==> src/rtl/ita_rf_reader_pkg.sv <==
// Shared types and constants for the register-file stream reader and its output FIFO.
package ita_rf_reader_pkg;

   localparam int unsigned FIFO_DEPTH       = 2;
   localparam int unsigned FIFO_CNT_WIDTH   = $clog2(FIFO_DEPTH + 1);
   localparam int unsigned ENTRY_DATA_WIDTH = 32;

   typedef enum logic [1:0] {
      IDLE,
      RUN,
      DRAIN
   } state_t;

   typedef struct packed {
      logic [ENTRY_DATA_WIDTH-1:0] data;
      logic                        last;
   } fifo_entry_t;

endpackage

==> src/rtl/ita_rf_reader_fifo2.sv <==
// Two-entry registered FIFO; the head entry is presented directly from storage registers.
module ita_rf_reader_fifo2
   import ita_rf_reader_pkg::*;
(
   input  logic                      clk,
   input  logic                      rst_n,
   input  logic                      push,
   input  fifo_entry_t               push_entry,
   input  logic                      pop,
   output fifo_entry_t               head,
   output logic [FIFO_CNT_WIDTH-1:0] count
);

   fifo_entry_t mem [FIFO_DEPTH];
   logic        wr_ptr;
   logic        rd_ptr;
   logic        do_push;
   logic        do_pop;

   // A push into a full FIFO is legal when the head leaves on the same edge.
   always_comb begin
      do_pop  = pop && (count != '0);
      do_push = push && ((count != FIFO_CNT_WIDTH'(FIFO_DEPTH)) || do_pop);
   end

   always_ff @(posedge clk) begin
      if (!rst_n) begin
         mem    <= '{default: '0};
         wr_ptr <= 1'b0;
         rd_ptr <= 1'b0;
         count  <= '0;
      end else begin
         if (do_push) begin
            mem[wr_ptr] <= push_entry;
            wr_ptr      <= ~wr_ptr;
         end
         if (do_pop) begin
            rd_ptr <= ~rd_ptr;
         end
         case ({do_push, do_pop})
            2'b10:   count <= count + FIFO_CNT_WIDTH'(1);
            2'b01:   count <= count - FIFO_CNT_WIDTH'(1);
            default: count <= count;
         endcase
      end
   end

   assign head = mem[rd_ptr];

endmodule

==> src/rtl/ita_rf_stream_reader.sv <==
// Burst read master for one register-file read port, streaming words on valid/ready.
// Optional address stride input enabled by ITA_RF_READER_STRIDE_EN.
module ita_rf_stream_reader
   import ita_rf_reader_pkg::*;
#(
   parameter int unsigned ADDR_WIDTH = 5,
   parameter int unsigned DATA_WIDTH = ENTRY_DATA_WIDTH,
   parameter int unsigned LEN_WIDTH  = 5
) (
   input  logic                  clk,
   input  logic                  rst_n,
   input  logic                  cmd_valid_i,
   output logic                  cmd_ready_o,
   input  logic [ADDR_WIDTH-1:0] cmd_addr_i,
   input  logic [LEN_WIDTH-1:0]  cmd_len_i,
`ifdef ITA_RF_READER_STRIDE_EN
   input  logic [ADDR_WIDTH-1:0] cmd_stride_i,
`endif
   output logic                  rf_re_o,
   output logic [ADDR_WIDTH-1:0] rf_raddr_o,
   input  logic [DATA_WIDTH-1:0] rf_rdata_i,
   output logic                  out_valid_o,
   input  logic                  out_ready_i,
   output logic [DATA_WIDTH-1:0] out_data_o,
   output logic                  out_last_o,
   output logic                  busy_o
);

   localparam int unsigned CW = FIFO_CNT_WIDTH + 1;

   state_t                    state;
   logic [ADDR_WIDTH-1:0]     cur_addr;
   logic [ADDR_WIDTH-1:0]     step;
   logic [LEN_WIDTH-1:0]      remaining;
   logic                      inflight;
   logic                      inflight_last;
   logic [FIFO_CNT_WIDTH-1:0] fifo_count;
   logic [CW-1:0]             credit;
   logic                      pop;
   logic                      issue;
   fifo_entry_t               push_entry;
   fifo_entry_t               head;

`ifdef ITA_RF_READER_STRIDE_EN
   logic [ADDR_WIDTH-1:0] stride;
   assign step = stride;
`else
   assign step = ADDR_WIDTH'(1);
`endif

   // Occupancy after this edge must stay within the FIFO, counting the word still in flight.
   always_comb begin
      pop    = out_valid_o && out_ready_i;
      credit = CW'(fifo_count) + CW'(inflight) - CW'(pop);
      issue  = (state == RUN) && (credit < CW'(FIFO_DEPTH));
   end

   always_ff @(posedge clk) begin
      if (!rst_n) begin
         state         <= IDLE;
         cur_addr      <= '0;
         remaining     <= '0;
         inflight      <= 1'b0;
         inflight_last <= 1'b0;
`ifdef ITA_RF_READER_STRIDE_EN
         stride        <= ADDR_WIDTH'(1);
`endif
      end else begin
         inflight      <= issue;
         inflight_last <= issue && (remaining == '0);
         case (state)
            IDLE: begin
               if (cmd_valid_i) begin
                  cur_addr  <= cmd_addr_i;
                  remaining <= cmd_len_i;
`ifdef ITA_RF_READER_STRIDE_EN
                  stride    <= cmd_stride_i;
`endif
                  state     <= RUN;
               end
            end
            RUN: begin
               if (issue) begin
                  cur_addr  <= cur_addr + step;
                  remaining <= remaining - LEN_WIDTH'(1);
                  if (remaining == '0) begin
                     state <= DRAIN;
                  end
               end
            end
            DRAIN: begin
               if (pop && out_last_o) begin
                  state <= IDLE;
               end
            end
            default: state <= IDLE;
         endcase
      end
   end

   // Read data arrives one cycle after issue; it is pushed unconditionally since credit reserved a slot.
   always_comb begin
      push_entry      = '0;
      push_entry.data = ENTRY_DATA_WIDTH'(rf_rdata_i);
      push_entry.last = inflight_last;
   end

   ita_rf_reader_fifo2 u_fifo (
      .clk        (clk),
      .rst_n      (rst_n),
      .push       (inflight),
      .push_entry (push_entry),
      .pop        (pop),
      .head       (head),
      .count      (fifo_count)
   );

   assign cmd_ready_o = (state == IDLE);
   assign busy_o      = (state != IDLE);
   assign rf_re_o     = issue;
   assign rf_raddr_o  = cur_addr;
   assign out_valid_o = (fifo_count != '0);
   assign out_data_o  = DATA_WIDTH'(head.data);
   assign out_last_o  = head.last;

endmodule

==> config.mk <==
export PLATFORM = sky130hd
export DESIGN_NAME = ita_rf_stream_reader
export DESIGN_NICKNAME = d
export VERILOG_FILES = /design/src/rtl/ita_rf_reader_pkg.sv /design/src/rtl/ita_rf_reader_fifo2.sv /design/src/rtl/ita_rf_stream_reader.sv
export SDC_FILE = /design/constraint.sdc
export NUM_CORES = 1
export LEC_CHECK = 0
export ABC_AREA = 1
export BUFFER_PORTS_ARGS = -buffer_cell sky130_fd_sc_hd__buf_4
export CORE_UTILIZATION = 50
export CTS_CLUSTER_DIAMETER = 200
export DETAILED_ROUTE_END_ITERATION = 16
export GPL_TIMING_DRIVEN = 0
export PLACE_DENSITY = 0.75
export SLEW_MARGIN = 5
export SYNTH_ARGS = -nofsm -noshare
export SYNTH_HDL_FRONTEND = slang
export SYNTH_SLANG_ARGS = --single-unit
==> constraint.sdc <==
create_clock -name clk -period 2.4 [get_ports clk]
set_input_delay 0.24 -clock clk [delete_from_list [all_inputs] [get_ports clk]]
set_output_delay 0.24 -clock clk [all_outputs]
set_load 0.02 [all_outputs]
# Word-level counts from Yosys, hierarchy flattened
# Cells that the tools add are included.
[totals]
register_bits = 84
out_inout_bits = 42
wordCells = 69
[op_classes]
addsub = 6
magnitude_cmp = 4
n_eq_ne = 9
muxes = 18
bitwise_logic = 4
n_reduce_logical = 16
[op_table]
columns = ["operator", "n"]
rows = [
  ["$mux 33", 4],
  ["$bwmux 66", 1],
  ["$demux 33 s1", 1],
  ["$mux 5", 4],
  ["$pmux 5 s2", 2],
  ["$mux 2", 4],
  ["$ne 2x2->1 const B", 4],
  ["$reduce_bool 2->1", 4],
  ["$logic_and 1x1->1", 7],
  ["$pmux 2 s3", 1],
  ["$add 5x1->5 const B", 1],
  ["$logic_not 5->1", 1],
  ["$sub 5x1->5 const B", 1],
  ["$eq 2x1->1 const B", 2],
  ["$eq 2x2->1 const B", 2],
  ["$ge 2x2->1 const B", 2],
  ["$not 1->2", 2],
  ["$pmux 2 s2", 1],
  ["$reduce_and 4->1", 1],
  ["$add 2x1->3", 1],
  ["$lt 3x2->1 const B", 1],
  ["$reduce_and 3->1", 1],
  ["$sub 3x1->3", 1],
  ["$add 2x1->2 const B", 1],
  ["other kinds (6)", 7],
]

# Depth between registers and ports, before layout
# Gate-level depths: netlist of the first run.
[depth]
ltp_word = 7
depth_mapped = 14

# Cells and area by module
# Synthesis of the first run repeated with hierarchy kept, for this count alone.
[hier_totals]
cells_unflattened = 781
area_unflattened_um2 = 4727.0
[by_module_without_submodules]
columns = ["mod", "instances", "cells_per_inst", "area_per_inst_um2"]
rows = [
  ["ita_rf_reader_fifo2", 1, 631, 3802.4],
  ["ita_rf_stream_reader", 1, 150, 924.6],
]

# Worst setup path before layout of the first run
# OpenSTA, ideal clock, no wires.
[synth_timing]
kind = "register to register"
from = "register u_fifo.count[0]"
to = "register state[1]"
setup_time_ps = 70
t_arrival_ps = 2157
required_time_ps = 2330
setup_slack_ps = 173
path_stages_with_launch = 11
period_less_slack_ps = 2227
cell_sequence = "dfxtp_1 nor2_1 nor2_1 ha_1 inv_1 nand2_1 fa_1 nand3_1 nor2_1 nand4_1 a21oi_1"
[synth_via]
elab_chain_cells = 7
elab_cells_between_ends = 10
cone_classes = "add/sub (2); order compare (1); eq/ne (2); reduce/logical (5)"
[synth_lines]
columns = ["element", "line", "rtl"]
rows = [
  ["start: declaration", "ita_rf_reader_fifo2.sv:11", "output logic [FIFO_CNT_WIDTH-1:0] count"],
  ["start signal: assignment", "ita_rf_reader_fifo2.sv:41", "2'b10: count <= count + FIFO_CNT_WIDTH'(1);"],
  ["start signal: assignment", "ita_rf_reader_fifo2.sv:42", "2'b01: count <= count - FIFO_CNT_WIDTH'(1);"],
  ["start signal: assignment", "ita_rf_reader_fifo2.sv:43", "default: count <= count;"],
  ["branches (longest 2 deep; another with $add 2x1->3)", "n/a", ""],
  ["$sub 3x1->3 (*)", "ita_rf_stream_reader.sv:54", "credit = CW'(fifo_count) + CW'(inflight) - CW'(pop);"],
  ["$lt 3x2->1 (*)", "ita_rf_stream_reader.sv:55", "issue = (state == RUN) && (credit < CW'(FIFO_DEPTH));"],
  ["$logic_and 1x1->1 (*)", "ita_rf_stream_reader.sv:55", ""],
  ["net rf_re_o", "ita_rf_stream_reader.sv:19", "output logic rf_re_o,"],
  ["$ne 2x2->1 (no line) (*)", "n/a", ""],
  ["$reduce_and 4->1 (no line) (*)", "n/a", ""],
  ["end signal: assignment", "ita_rf_stream_reader.sv:60", "state <= IDLE;"],
  ["end signal: assignment", "ita_rf_stream_reader.sv:79", "state <= RUN;"],
  ["end signal: assignment", "ita_rf_stream_reader.sv:87", "state <= DRAIN;"],
  ["end: declaration", "ita_rf_stream_reader.sv:31", "state_t state;"],
]
# Mark *: on every way through the listed nets, which the timed path passes.
# A chain may end at the register's enable or synchronous reset.

# Worst setup path in the final report of the first run
[layout_timing]
from = "register u_fifo.count[1]"
to = "output port rf_re_o"
[layout_via]
elab_chain_cells = 5
elab_cells_between_ends = 6
cone_classes = "add/sub (2); order compare (1); reduce/logical (3)"
[layout_lines]
columns = ["element", "line"]
rows = [
  ["branches (longest 2 deep; another with $add 2x1->3)", "n/a"],
  ["$sub 3x1->3 (*)", "ita_rf_stream_reader.sv:54"],
  ["$lt 3x2->1 (*)", "ita_rf_stream_reader.sv:55"],
  ["$logic_and 1x1->1 (*)", "ita_rf_stream_reader.sv:55"],
  ["end: declaration", "ita_rf_stream_reader.sv:19"],
]
# Every way passes the cells marked *.

==> flow_summary.ini, run 1 <==
[run_status]
status = finished with violations
failed_checks = negative setup slack

[critical_path]
cp-end-kind = output port
critical_path_arrival_ns = 2.18
crit_fanout = 3
worst_setup_path_start_kind = flip-flop
critical_path_required_ns = 2.16
crit_type = reg2out

[finish]
multiInputGateArea_um2 = 1728
seqCellArea_um2 = 1687
final_core_util = 0.6565
area_growth_pct = 26.81
n_fill_cell = 655
layout.nets = 669
drive_gt1_frac = 0.2524
insertedDiodeCount = 0

[synthesis]
synth_common_cells = o21ai_0, dfxtp_1, nor2_1, nand2_1, inv_1
synthTopCellsByArea = dfxtp_1, o21ai_0, nor2_1
yosysMostFrequentCell = o21ai_0
synth-edff-count = 0
synthFlopType = dfxtp_1
synth-seq-cells = 84
ys_seq_area_frac = 0.4455
netlist_instances = 518
synth_cell_types = 31
avgSynthCellArea_um2 = 7.287
synth_area_leader_cell = dfxtp_1
synth_top_cell_area_share = 0.4455
synthesis.nets = 570
yosysWarnings = 0
netlist_area_um2 = 3775
synthArstFlopShare = 0

[global_routing]
grt_usage = 0.2531
antenna_found_initial = 0
grt_first_pass_wirelength_um = 15320
overflow = 0
grt_max_degree = 16
grt_pass1_vias = 3357

[sta]
fin_setup_tns_ns = -0.02187
period_share = 1.009
setup_viol = 1
worst_pin_slew_ns = 0.5208
skew_ns = 0.01081
worst_slack_ns = -0.02187
hold_viol = 0
fmaxAchievable_mhz = 412.9
rsz0062_at_grt = yes
period_needed_ns = 2.422
relSlewSlack = 0.6528
hold_ws_ns = 0.1097
slew_viol_final = 0

[floorplanning]
dieHeight_um = 88.89
fp.dieW_um = 88.89
die_area_um2 = 7901
rows = 31
core_um2 = 7292
initial_utilization = 0.5177
boundaryPins = 88

[drt]
ant_nets = 0
wl_um = 9759
drt_iter0_drc = 216
vias = 3760
first_pass_iters = 5
drc = 0
post_drt_wl_per_cell_um = 13.54
via_per_inst = 5.215

[clocking]
cts.reportedPaths.clkPinSlew_ns = 0.09
cts_buffer_depth = 2
clk_latency_ns = 0.35
clock-root-buffer = clkbuf_8
cts.hold.buffers_added = 0
clock_sinks = 84
tritoncts = done
numCtsBuffers = 9
cts-htree-levels = 3

[power_and_ir_drop]
ir_worst_vdd_mv = 0.6440
power.density_nw_per_um2 = 1117
leakage_uw = 0.002099

[placed_design]
dpl.hpwl_um = 6822
pre_cts_ws_ns = 0.05777
place.gp.congestion = 0.8121
io_buffers = 86

[worst_hold_path]
hold_path_class = in2reg

[job]
maxCapViolCount = 0
[final timing paths]
kind | from | endpoint | slack (ns) | cells past startpoint
setup / recovery | u_fifo.count[1] | rf_re_o | -0.02 | 9
hold reg to reg | u_fifo.mem[54] | u_fifo.mem[54] | 0.45 | 2
hold / removal | rf_rdata_i[17] | u_fifo.mem[18] | 0.11 | 3
setup reg to reg | u_fifo.count[1] | rf_raddr_o[2] | 0.17 | 12
[cell families (layout without fill, tap and decap cells)]
| family | after synthesis | count (layout) | share of synthesized area |
|---|---|---|---|
| and+or+nand+nor | 178 | 178 | 0.2015 |
| AOI/OAI and AO/OA | 161 | 161 | 0.2217 |
| buffers and inverters | 87 | 191 | 0.1047 |
| DFF | 84 | 84 | 0.4455 |
| adders and majority gates | 6 | 6 | 0.02188 |
| xor gates and xnor gates | 2 | 2 | 0.004641 |
[stage by stage]
step                      power, uW  instances  area (um2)
after floorplan                3522        518        3775
final                          5346        721        4787
after global placement         4260        703        4544
after CTS                      5338        721        4781
after global routing           5730        721        4787
after detailed placement       4324        703        4544
[where the power goes]
group / switching, uW / leakage (uW) / internal (uW) / total (uW)
combinational: 1500 / 0.00133 / 979 / 2480
clock: 533 / 0.0000887 / 411 / 944
sequential: 197 / 0.000684 / 1720 / 1920
[metal layers]
metal / part of all wire / vias up / track usage
li1: - / 1856 / -
met4: 0.021 / 0 / 0.09238
met1: 0.45 / 1747 / 0.3314
met3: 0.058 / 18 / 0.04894
met2: 0.47 / 139 / 0.4168
met5: 0 / - / 0
[state kept, by name (all words and copies together), names as in the netlist]
name / count
rf_raddr_o: 5
u_fifo.count: 2
remaining: 5
inflight_last: 1
state: 2
u_fifo.mem: 66
u_fifo.wr_ptr: 1
inflight: 1
u_fifo.rd_ptr: 1
[final cells by class]
type,count,share of cell area
multi-input combinational,347,0.3610
sequential,84,0.3523
timing repair buffer,88,0.1388
inverter,56,0.04443
buffer,31,0.03842
clock buffer,10,0.02875
tap,99,0.02588
clock inverter,6,0.01045
[placed cells by master, fill, tap and decap left out, types with 3 or more instances in the layout]
cell type / synthesis / layout
inv_1: 50 / 50
clkbuf_1: 14 / 13
buf_2: 8 / 8
nor2_1: 82 / 80
clkinv_4: 0 / 4
inv_2: 5 / 5
dfxtp_1: 84 / 82
buf_6: 5 / 6
o21ai_1: 15 / 15
buf_4: 0 / 87
a21oi_2: 7 / 7
a21oi_1: 40 / 40
nor2_4: 2 / 4
clkbuf_2: 2 / 3
clkbuf_8: 0 / 10
nand2_1: 67 / 67
o21ai_0: 96 / 96
nand2_2: 10 / 10
ha_1: 5 / 5
nand3_1: 8 / 7
[worst max-delay path, stage by stage (launching register included)]
cell,delay (ns)
dfxtp_4,0.36
nor2_4,0.12
nor2_1,0.05
ha_1,0.28
inv_1,0.05
nand2_1,0.06
fa_2,0.55
nand3_4,0.10
nor2_4,0.13
buf_6,0.13
[what timing repair did]
item,in CTS,in global routing
resized for setup,10,3
buffers inserted,2,0
endpoints found under the setup margin,1,4
pin swaps,3,0
(Power assumes the default switching activity.)
==> inputs of run 2 (changes only) <==
Settings changed: MAX_ROUTING_LAYER set to met4, PLACE_DENSITY 0.75 to 0.73, SYNTH_HIERARCHICAL set to 1.
==> run 2 against run 1 <==
Compared with the run above:
- the run now ends clean
- worst hold slack better by 0.033 ns
- final area up 19%
- clock skew about the same
- highest routed layer unchanged
- largest cell class unchanged
- sequential share of layout area down 5.6 points
- worst setup slack better by 0.18 ns
- combinational power down 2%
- clock power down 4.2%
==> flow_summary.ini, run 2 <==
[critical_path]
worst_setup_path_start_kind = flip-flop
crit_top_cell = nand2_1
crit_fanout = 8
crit_buf_inv = 1
path_cells = o21a_1 -> nand2_1 -> o21ai_0 -> nand2_1 -> fa_1 -> nand3_2 -> nor2_1 -> buf_4
max_stage_delay_ns = 0.50
critical_path_required_ns = 2.16
cp-end-kind = output port
ff2ff_setup_slack_ns = 0.32
slowest_stage = fa_1
critical_path_arrival_ns = 2.00
cp_top_family = adder cells
crit_type = reg2out

[synthesis]
synth_cell_types = 27
avgSynthCellArea_um2 = 6.053
netlist_area_um2 = 4727
synthFlopType = dfxtp_1
yosysWarnings = 6
yosysMostFrequentCell = nand2_1
synthTopCellsByArea = dfxtp_1, nand2_1, inv_1
ys_seq_area_frac = 0.3557
synth_top_cell_area_share = 0.3557
synth-seq-cells = 84
synth-edff-count = 0
synth_common_cells = nand2_1, inv_1, nor2_1, dfxtp_1, nand4_1
netlist_instances = 781
synth_area_leader_cell = dfxtp_1
synthArstFlopShare = 0
synthesis.nets = 832

[worst_hold_path]
hold_path_class = in2reg

[finish]
largest_reg_flops = 66
layout.nets = 930
seqCellArea_um2 = 1687
n_fill_cell = 915
final_common_cell = nand2_1
top_register = u_fifo/mem
insertedDiodeCount = 0
drive_gt1_frac = 0.1686
final_cell_mix = nand2_1, inv_1, nor2_1
multiInputGateArea_um2 = 2088
area_growth_pct = 20.43

[sta]
slew_viol_final = 0
rsz0062_at_grt = no
hold_ws_ns = 0.1426
fmaxAchievable_mhz = 446.4
period_share = 0.9333
setup_viol = 0
relSlewSlack = 0.6173
skew_ns = 0.01095
hold_viol = 0
period_needed_ns = 2.240
worst_pin_slew_ns = 0.5740
worst_slack_ns = 0.1600
fin_setup_tns_ns = 0

[floorplanning]
boundaryPins = 88
initial_utilization = 0.5140
rows = 35
fp.dieW_um = 99.23
core_um2 = 9196
dieHeight_um = 99.23
die_area_um2 = 9847

[power_and_ir_drop]
leakage_uw = 0.002964
power.density_nw_per_um2 = 903.6
ir_worst_vdd_mv = 0.6976

[clocking]
cts_buffer_depth = 2
post_cts_resized = 1
clock-root-buffer = clkbuf_8
cts.reportedPaths.clkPinSlew_ns = 0.08
numCtsBuffers = 9
cts-htree-levels = 3
cts_setup_buffers = 0
tritoncts = done
clock_sinks = 84
clk_latency_ns = 0.36
cts.hold.buffers_added = 0

[drt]
first_pass_iters = 4
post_drt_wl_per_cell_um = 11.99
drc = 0
ant_nets = 0
drt_iter0_drc = 205
via_per_inst = 4.828
vias = 4804
wl_um = 11930

[global_routing]
grt_first_pass_wirelength_um = 19700
antenna_found_initial = 0
grt_max_degree = 14
overflow = 0
grt_pass1_vias = 4270
grt_usage = 0.2597

[job]
maxCapViolCount = 0

[placed_design]
place.gp.congestion = 0.8345
io_buffers = 87
dpl.hpwl_um = 8593
pre_cts_ws_ns = 0.1658

[run_status]
status = finished clean
run 2: changes by cell type after synthesis, sizes merged, moves of 2 or more:
cell    before  now
o21ai      111   42
nand2       78  218
nand3       10   14
clkbuf      16   12
buf         15   35
nand4        2   68
inv         56  188
a31oi        2    0
a21oi       47    9
nor2        85  101
run 2: routing by layer:
layer | up-vias | GRT usage | part of all wire
li1 | 2520 | - | -
met1 | 2150 | 0.3270 | 0.46
met2 | 118 | 0.4263 | 0.49
met3 | 16 | 0.03654 | 0.039
met4 | 0 | 0.09276 | 0.015
met5 | - | - | 0
run 2: cell families (layout without fill, tap and decap cells):
family	count (synthesis)	count (layout)	synth area share
AND/OR/NAND/NOR	404	404	0.3687
AO/OA/AOI/OAI	52	52	0.05638
flip-flops	84	84	0.3557
buffers and inverters	235	338	0.2025
adder cells (fa/ha/maj)	5	5	0.01482
XOR/XNOR	1	1	0.001853
run 2: through the flow:
stage	power, uW	cell area, um2	util	std cells
final	5144	5693	0.6190	995
after global routing	5554	5693	0.6190	995
after global placement	4195	5519	0.6001	979
after detailed placement	4265	5519	0.6001	979
after floorplan	3516	4727	-	781
after CTS	5172	5689	0.6186	995
run 2: power breakdown:
part           leakage, uW  internal [uW]  switching, uW  total (uW)
clock network    0.0000889            398            507         904
logic              0.00219            907           1510        2420
registers         0.000685           1670            149        1820
run 2: final cells by class:
type	instances	share of cell area
Clock inverter	5	0.004835
Tap cell	111	0.02440
Clock buffer	11	0.02484
Sequential cell	84	0.2963
Multi-Input combinational cell	462	0.3668
Buffer	47	0.04374
Timing Repair Buffer	87	0.1147
Inverter	188	0.1244
run 2: worst paths after layout:
check	cells past startpoint	to	from
max	8	rf_re_o	u_fifo/count[1]
min	3	rf_raddr_o[1]	rst_n
max reg2reg	11	rf_raddr_o[3]	u_fifo/count[1]
min reg2reg	4	u_fifo/mem[22]	u_fifo/mem[22]
run 2: worst min-delay path, stage by stage:
cell and delay, ns:
buf_4 0.13, nand2_1 0.06, nor2_1 0.03
